==> src/rtl/instr_fetch.sv <==
// Instruction fetch unit: walks a one-cycle-latency program ROM and presents
// one- or two-word instructions to the decoder. Build with FETCH_LONG_INSN_EN to enable two-word detection.
module instr_fetch #(
  parameter int DATA_WIDTH = 16,
  parameter int ADDR_WIDTH = 8
) (
  input  logic                  clk,
  input  logic                  reset,
  output logic [ADDR_WIDTH-1:0] rom_addr,
  input  logic [DATA_WIDTH-1:0] rom_data,
  input  logic                  redirect_valid,
  input  logic [ADDR_WIDTH-1:0] redirect_pc,
  input  logic                  instr_ready,
  output logic                  instr_valid,
  output logic [DATA_WIDTH-1:0] instr_word0,
  output logic [DATA_WIDTH-1:0] instr_word1,
  output logic                  instr_long,
  output logic [ADDR_WIDTH-1:0] instr_pc,
  output logic [1:0]            fsm_state
);

  localparam logic [1:0] FETCH  = 2'd0;
  localparam logic [1:0] FETCH2 = 2'd1;
  localparam logic [1:0] VALID  = 2'd2;

  // Handshake: an instruction transfers on a rising edge where instr_valid
  // and instr_ready are both 1; while instr_ready is 0 every instr_* output
  // holds. redirect_valid overrides everything and drops the presented word.

  logic [1:0]            state;
  logic [ADDR_WIDTH-1:0] pc;
  logic [DATA_WIDTH-1:0] word0_q;
  logic [ADDR_WIDTH-1:0] pc_q;
  logic                  is_long;

`ifdef FETCH_LONG_INSN_EN
  // LDS/STS and JMP/CALL carry a second program word.
  assign is_long = ((rom_data & DATA_WIDTH'(16'hFC0F)) == DATA_WIDTH'(16'h9000)) ||
                   ((rom_data & DATA_WIDTH'(16'hFE0C)) == DATA_WIDTH'(16'h940C));
`else
  assign is_long = 1'b0;
`endif

  always_ff @(posedge clk or posedge reset) begin
    if (reset) begin
      state   <= FETCH;
      pc      <= '0;
      word0_q <= '0;
      pc_q    <= '0;
    end else if (redirect_valid) begin
      state <= FETCH;
      pc    <= redirect_pc;
    end else begin
      case (state)
        FETCH: begin
          word0_q <= rom_data;
          pc_q    <= pc;
          pc      <= pc + ADDR_WIDTH'(1);
          state   <= is_long ? FETCH2 : VALID;
        end
        FETCH2: begin
          pc    <= pc + ADDR_WIDTH'(1);
          state <= VALID;
        end
        VALID: begin
          if (instr_ready) state <= FETCH;
        end
        default: state <= FETCH;
      endcase
    end
  end

`ifdef FETCH_LONG_INSN_EN
  logic [DATA_WIDTH-1:0] word1_q;
  logic                  long_q;

  always_ff @(posedge clk or posedge reset) begin
    if (reset) begin
      word1_q <= '0;
      long_q  <= 1'b0;
    end else if (!redirect_valid) begin
      if (state == FETCH) begin
        word1_q <= '0;
        long_q  <= is_long;
      end else if (state == FETCH2) begin
        word1_q <= rom_data;
      end
    end
  end

  assign instr_word1 = word1_q;
  assign instr_long  = long_q;
`else
  assign instr_word1 = '0;
  assign instr_long  = 1'b0;
`endif

  assign rom_addr    = pc;
  assign instr_valid = (state == VALID);
  assign instr_word0 = word0_q;
  assign instr_pc    = pc_q;
  assign fsm_state   = state;

endmodule

==> config.mk <==
export PLATFORM = sky130hd
export DESIGN_NAME = instr_fetch
export DESIGN_NICKNAME = d
export VERILOG_FILES = /design/src/rtl/instr_fetch.sv
export SDC_FILE = /design/constraint.sdc
export NUM_CORES = 1
export LEC_CHECK = 0
export ABC_AREA = 0
export CORE_ASPECT_RATIO = 1.5
export CORE_UTILIZATION = 39
export CTS_BUF_LIST = sky130_fd_sc_hd__clkbuf_16
export DETAILED_ROUTE_END_ITERATION = 10
export GPL_ROUTABILITY_DRIVEN = 0
export GPL_TIMING_DRIVEN = 1
export PLACE_DENSITY = 0.9
export SLEW_MARGIN = 20
export SYNTH_ARGS = -nofsm -noshare
export SYNTH_HDL_FRONTEND = slang
export SYNTH_SLANG_ARGS = --single-unit
==> constraint.sdc <==
create_clock -name clk -period 1.5 [get_ports clk]
set_input_delay 0.15 -clock clk [delete_from_list [all_inputs] [get_ports clk]]
set_output_delay 0.15 -clock clk [all_outputs]
set_load 0.02 [all_outputs]
==> metrics.yaml, run 1 <==
outcome:
  status: "finished, final reports clean"
finish:
  drive_gt1_share_pct: 21.2
  diodes: 0
  final_common_cell: "clkdlybuf4s50_1"
  area_growth_pct: 47.2
  final_util_pct: 61.3
  postLayoutCellArea_um2: 2280
  final_cell_mix: "clkdlybuf4s50_1, dfrtp_1, mux2_2"
  nNetsFinal: 217
setup_path:
  r2r_start: "rom_addr[0]"
  worst_path_dominant_cell_family: "buffers and inverters"
  cp_num_buf_inv: 1
  r2r_end: "rom_addr[6]"
  cp-end-kind: "output port"
  r2r_setup_slack_ps: 150
  cp-start-kind: "flip-flop"
  worst-setup-path-type: "reg2out"
  reg2reg_depth: 4
  crit_chain: "clkdlybuf4s50_1"
  slowest_stage: "clkdlybuf4s50_1"
  critPathMaxFanout: 4
  crit_start: "rom_addr[7]"
  slowest_delay_ps: 630
  cp.required_ps: 1350
  worstPathArrival_ps: 1270
sta:
  fmax_ghz: 0.704
  period_minus_slack_ps: 1420
  setup_viol: 0
  drv_slew: 0
  skew_ps: 3.69
  rsz0062_at_grt: "no"
  timing.final.hold_violations: 0
  period_share_pct: 94.7
  fin_tns_setup_ps: 0
clocking:
  ctsLongestPathBuffers: 2
  cts_buffers: 5
  clock_latency_ps: 270
  htreeDepth: 2
  clock-sinks: 33
  root_buffer: "clkbuf_16"
  cts_hold_buf: 0
  cts_tree: "built"
  post_cts_buffers: 0
  path_clk_slew_ps: 50
synthesis:
  syn_area_um2: 1550
  yosysSeqAreaShare_pct: 53.4
  synthFlopType: "dfrtp_1"
  yosys.cell_types.count: 21
  avgSynthCellArea_um2: 12.7
  synthArstFlopShare_pct: 100
  synth-edff-count: 0
  syn_inst: 122
  synth_seq_cells: 33
  ys_warn_count: 0
placement:
  port_buffers: 61
  placed_area_um2: 2140
  dp_hpwl_um: 2120
global_route:
  grt_use_total_pct: 14.6
  grt_pass1_vias: 948
  antenna_found_initial: 0
  grt-ovfl-total: 0
  grt_pass1_wl_um: 4370
  grt_max_degree: 34
floorplanning:
  initial_core_util_pct: 41.6
  rows: 27
  die_x_um: 53.4
  die_y_um: 79.1
  ioPinCount: 80
  fp.dieArea_um2: 4230
  core_um2: 3720
route:
  wirelength_um: 2920
  vias: 1067
  vias_per_cell: 4.60
  drtAntennaViolNets: 0
  routedWlPerCell_um: 12.6
  first_pass_iters: 2
  drt_iter0_markers: 9
  remaining_drc_errors: 0
power:
  ir_worst_vdd_uv: 873
  power.leakage_nw: 1.03
  power_density_nw_per_um2: 1260
  p_total_w: 0.00288
run:
  drv_cap: 0
hold_path:
  hold_class: "in2async"
-- cell usage after synthesis (2+ instances only) --
| cell | count | area (um2) |
|---|---|---|
| buf_4 | 21 | 158 |
| buf_6 | 2 | 22.5 |
| or4_1 | 3 | 22.5 |
| mux2_2 | 24 | 270 |
| nand4b_1 | 2 | 17.5 |
| nand2_1 | 9 | 33.8 |
| xor2_1 | 4 | 35.0 |
| nand3_1 | 3 | 15.0 |
| nor2b_1 | 3 | 18.8 |
| dfrtp_1 | 33 | 826 |
| o21ai_0 | 8 | 40.0 |
-- layout make-up --
type / instances / area, um2
clock buffer: 5 / 125
clock inverter: 3 / 13.8
fill: 307 / 1440
inverter: 1 / 3.75
multi-input combinational: 81 / 597
sequential: 33 / 827
tap: 43 / 53.8
timing repair buffer: 66 / 657
-- sequential cells by signal, summed over array words and instances, names as in the netlist --
signal / flops
instr_word0: 16
instr_pc: 8
rom_addr: 8
fsm_state: 1
-- power breakdown --
part / switching, W / total [W] / internal, W
Sequential: 0.000105 / 0.00114 / 0.00103
Clock: 0.000341 / 0.000941 / 0.000601
Combinational: 0.000380 / 0.000801 / 0.000421
Total: 0.000826 / 0.00288 / 0.00205
-- repair_timing --
action	CTS	global route
hold endpoints to repair	0	0
setup endpoints to repair	7	2
gates resized for setup	8	2
pin swaps	0	0
-- routing by layer --
layer | GRT usage [%] | wire length, um | vias to the layer above | share of wire, %
li1 | - | - | 512 | -
met1 | 16.8 | 1170 | 497 | 40
met2 | 24.3 | 1480 | 53 | 51
met3 | 4.41 | 219 | 5 | 7.5
met4 | 6.32 | 51 | 0 | 1.7
met5 | 0 | 0 | - | 0
-- kinds of logic after synthesis --
group	synth area share, %
flops	53.4
mux	18.1
buf+inv	12.1
simple gates	10.1
compound gates	2.91
xor+xnor	2.27
fa+ha+maj	0.809
other cells	0.242
-- how the worst max path moves through the flow --
stage	slack (ps)	endpoint	cells after the start
final	80	rom_addr[7]	1
after global routing	40	rom_addr[7]	1
after CTS	20	rom_addr[5]	1
after detailed placement	50	rom_addr[7]	4
after global placement	70	rom_addr[7]	4
after floorplan	40	instr_word0[0]	4
-- metrics by stage --
stage | instances | setup WS (ps) | hold WS (ps)
CTS | 232 | 18.8 | 277
global route | 232 | 41.1 | 335
finish | 232 | 80.1 | 261
floorplan | 139 | 36.5 | 234
detailed placement | 224 | 48.0 | 495
global placement | 224 | 69.5 | 488
Power figures use the tool's default switching activity.
==> inputs of run 2 (changes only) <==
--- a/config.mk
+++ b/config.mk
@@ -9,6 +9,7 @@
 export CORE_ASPECT_RATIO = 1.5
 export CORE_UTILIZATION = 39
 export CTS_BUF_LIST = sky130_fd_sc_hd__clkbuf_16
+export CTS_CLUSTER_DIAMETER = 50
 export DETAILED_ROUTE_END_ITERATION = 10
 export GPL_ROUTABILITY_DRIVEN = 0
 export GPL_TIMING_DRIVEN = 1
==> constraint.sdc (replaced) <==
create_clock -name clk -period 1.58 [get_ports clk]
set_input_delay 0.158 -clock clk [delete_from_list [all_inputs] [get_ports clk]]
set_output_delay 0.158 -clock clk [all_outputs]
set_load 0.02 [all_outputs]
==> run 2 against run 1 <==
Sequential share of layout area is the same. Non-clock buffer count shrank 2. Clock power is 5.7% lower. Final area is the same. Combinational power fell by 4.2%. Largest cell class unchanged. Largest power group unchanged.
==> metrics.yaml, run 2 (synthesized netlist as in run 1, its figures left out) <==
outcome:
  status: "finished, final reports clean"
floorplanning:
  initial_core_util_pct: 41.6
  core_um2: 3720
  fp.dieArea_um2: 4230
  ioPinCount: 80
  die_x_um: 53.4
  die_y_um: 79.1
  rows: 27
clocking:
  clock_latency_ps: 270
  clock-sinks: 33
  cts_tree: "built"
  ctsLongestPathBuffers: 2
  root_buffer: "clkbuf_16"
  cts_hold_buf: 0
  htreeDepth: 2
  path_clk_slew_ps: 50
  cts_buffers: 5
sta:
  rsz0062_at_grt: "no"
  skew_ps: 2.75
  drv_slew: 0
  setup_viol: 0
  fin_tns_setup_ps: 0
  period_minus_slack_ps: 1540
  timing.final.hold_violations: 0
  fmax_ghz: 0.651
  period_share_pct: 97.3
route:
  remaining_drc_errors: 0
  vias_per_cell: 4.64
  drtAntennaViolNets: 0
  wirelength_um: 2810
  first_pass_iters: 4
  drt_iter0_markers: 20
  vias: 1067
  routedWlPerCell_um: 12.2
finish:
  fin_cells: 230
  drive_gt1_share_pct: 19.8
  nNetsFinal: 215
  area_growth_pct: 47.2
  largest_register_ffs: 16
  final_cell_mix: "clkdlybuf4s50_1, dfrtp_1, mux2_2"
  final_common_cell: "clkdlybuf4s50_1"
  fillers: 310
  diodes: 0
placement:
  port_buffers: 61
  dp_cells: 222
  dp_hpwl_um: 2040
setup_path:
  critPathMaxFanout: 6
  crit_start: "rom_addr[3]"
  slowest_delay_ps: 650
  crit_chain: "clkdlybuf4s50_1"
  cp.required_ps: 1420
  slowest_stage: "clkdlybuf4s50_1"
  worst-setup-path-type: "reg2out"
  cp-start-kind: "flip-flop"
  r2r_start: "rom_addr[0]"
  cp_num_buf_inv: 1
  worst_path_dominant_cell_family: "buffers and inverters"
  cp-end-kind: "output port"
  worstPathArrival_ps: 1380
run:
  drv_cap: 0
power:
  power_density_nw_per_um2: 1200
  ir_worst_vdd_uv: 772
  power.leakage_nw: 0.998
global_route:
  grt_pass1_vias: 961
  grt_max_degree: 34
  grt-ovfl-total: 0
  grt_pass1_wl_um: 4490
  grt_use_total_pct: 14.9
  antenna_found_initial: 0
hold_path:
  hold_class: "in2async"
==> run 2: cell types whose count changed in the layout (fill, tap and decap cells not counted) <==
cell             change
buf_12               +1
buf_4                -3
clkdlybuf4s50_1      +6
clkinv_1             +2
clkinv_2             -1
dlygate4sd2_1        -5
dlymetal6s2s_1       -1
inv_1                -1
==> run 2: final timing paths <==
kind / end / slack, ps / depth (start not counted)
worst min register to register: instr_word0[11] / 500 / 1
worst max register to register: rom_addr[6] / 190 / 4
worst min-delay path: instr_word0[6] / 270 / 3
max in group asynchronous: fsm_state[1] / 990 / 3
min in group clk: fsm_state[1] / 440 / 2
worst max-delay path: rom_addr[3] / 40 / 1
==> run 2: worst register-to-register path, delay by kind of cell (launching register included) <==
family / cells / cell delay, ps
DFF: 1 / 500
adders and majority gates: 1 / 230
and+or+nand+nor: 3 / 600
==> run 2: where the power goes <==
part	internal, W	total, W	switching [W]
clock network	0.000568	0.000887	0.000319
logic	0.000408	0.000767	0.000359
registers	0.000979	0.00108	0.0000989
==> run 2: timing repair <==
| action | CTS | global route |
|---|---|---|
| endpoints found under the setup margin | 4 | 1 |
| cloned | 0 | 0 |
| buffers inserted | 0 | 0 |
| gates resized for setup | 3 | 1 |
==> run 2: area by class of cell <==
cell class                      count  area [um2]  area share, %
Multi-Input combinational cell     81         597           26.2
Inverter                            1        3.75          0.165
Tap cell                           43        53.8           2.36
Sequential cell                    33         827           36.3
Clock buffer                        5         125           5.49
Clock inverter                      3        12.5          0.549
Timing Repair Buffer               64         658           28.9
==> run 2: through the flow <==
stage | power, W | hold slack [ps] | area (um2) | util, % | worst slack, ps
after detailed placement | 0.00187 | 495 | 2140 | 57.5 | 76.5
after global routing | 0.00287 | 318 | 2280 | 61.3 | 3.67
after global placement | 0.00186 | 489 | 2140 | 57.5 | 107
after floorplan | 0.00152 | 242 | 1610 | - | 116
final | 0.00273 | 273 | 2280 | 61.3 | 43.4
after CTS | 0.00277 | 289 | 2270 | 61.2 | 29.9
==> run 2: per-layer routing <==
layer  wire length [um]  share of wire [%]  global-route usage [%]
met3                246                8.7                    6.51
met4                 56                2.0                    6.32
met2               1380                 49                    23.9
met1               1130                 40                    16.7
met5                  0                  0                       0
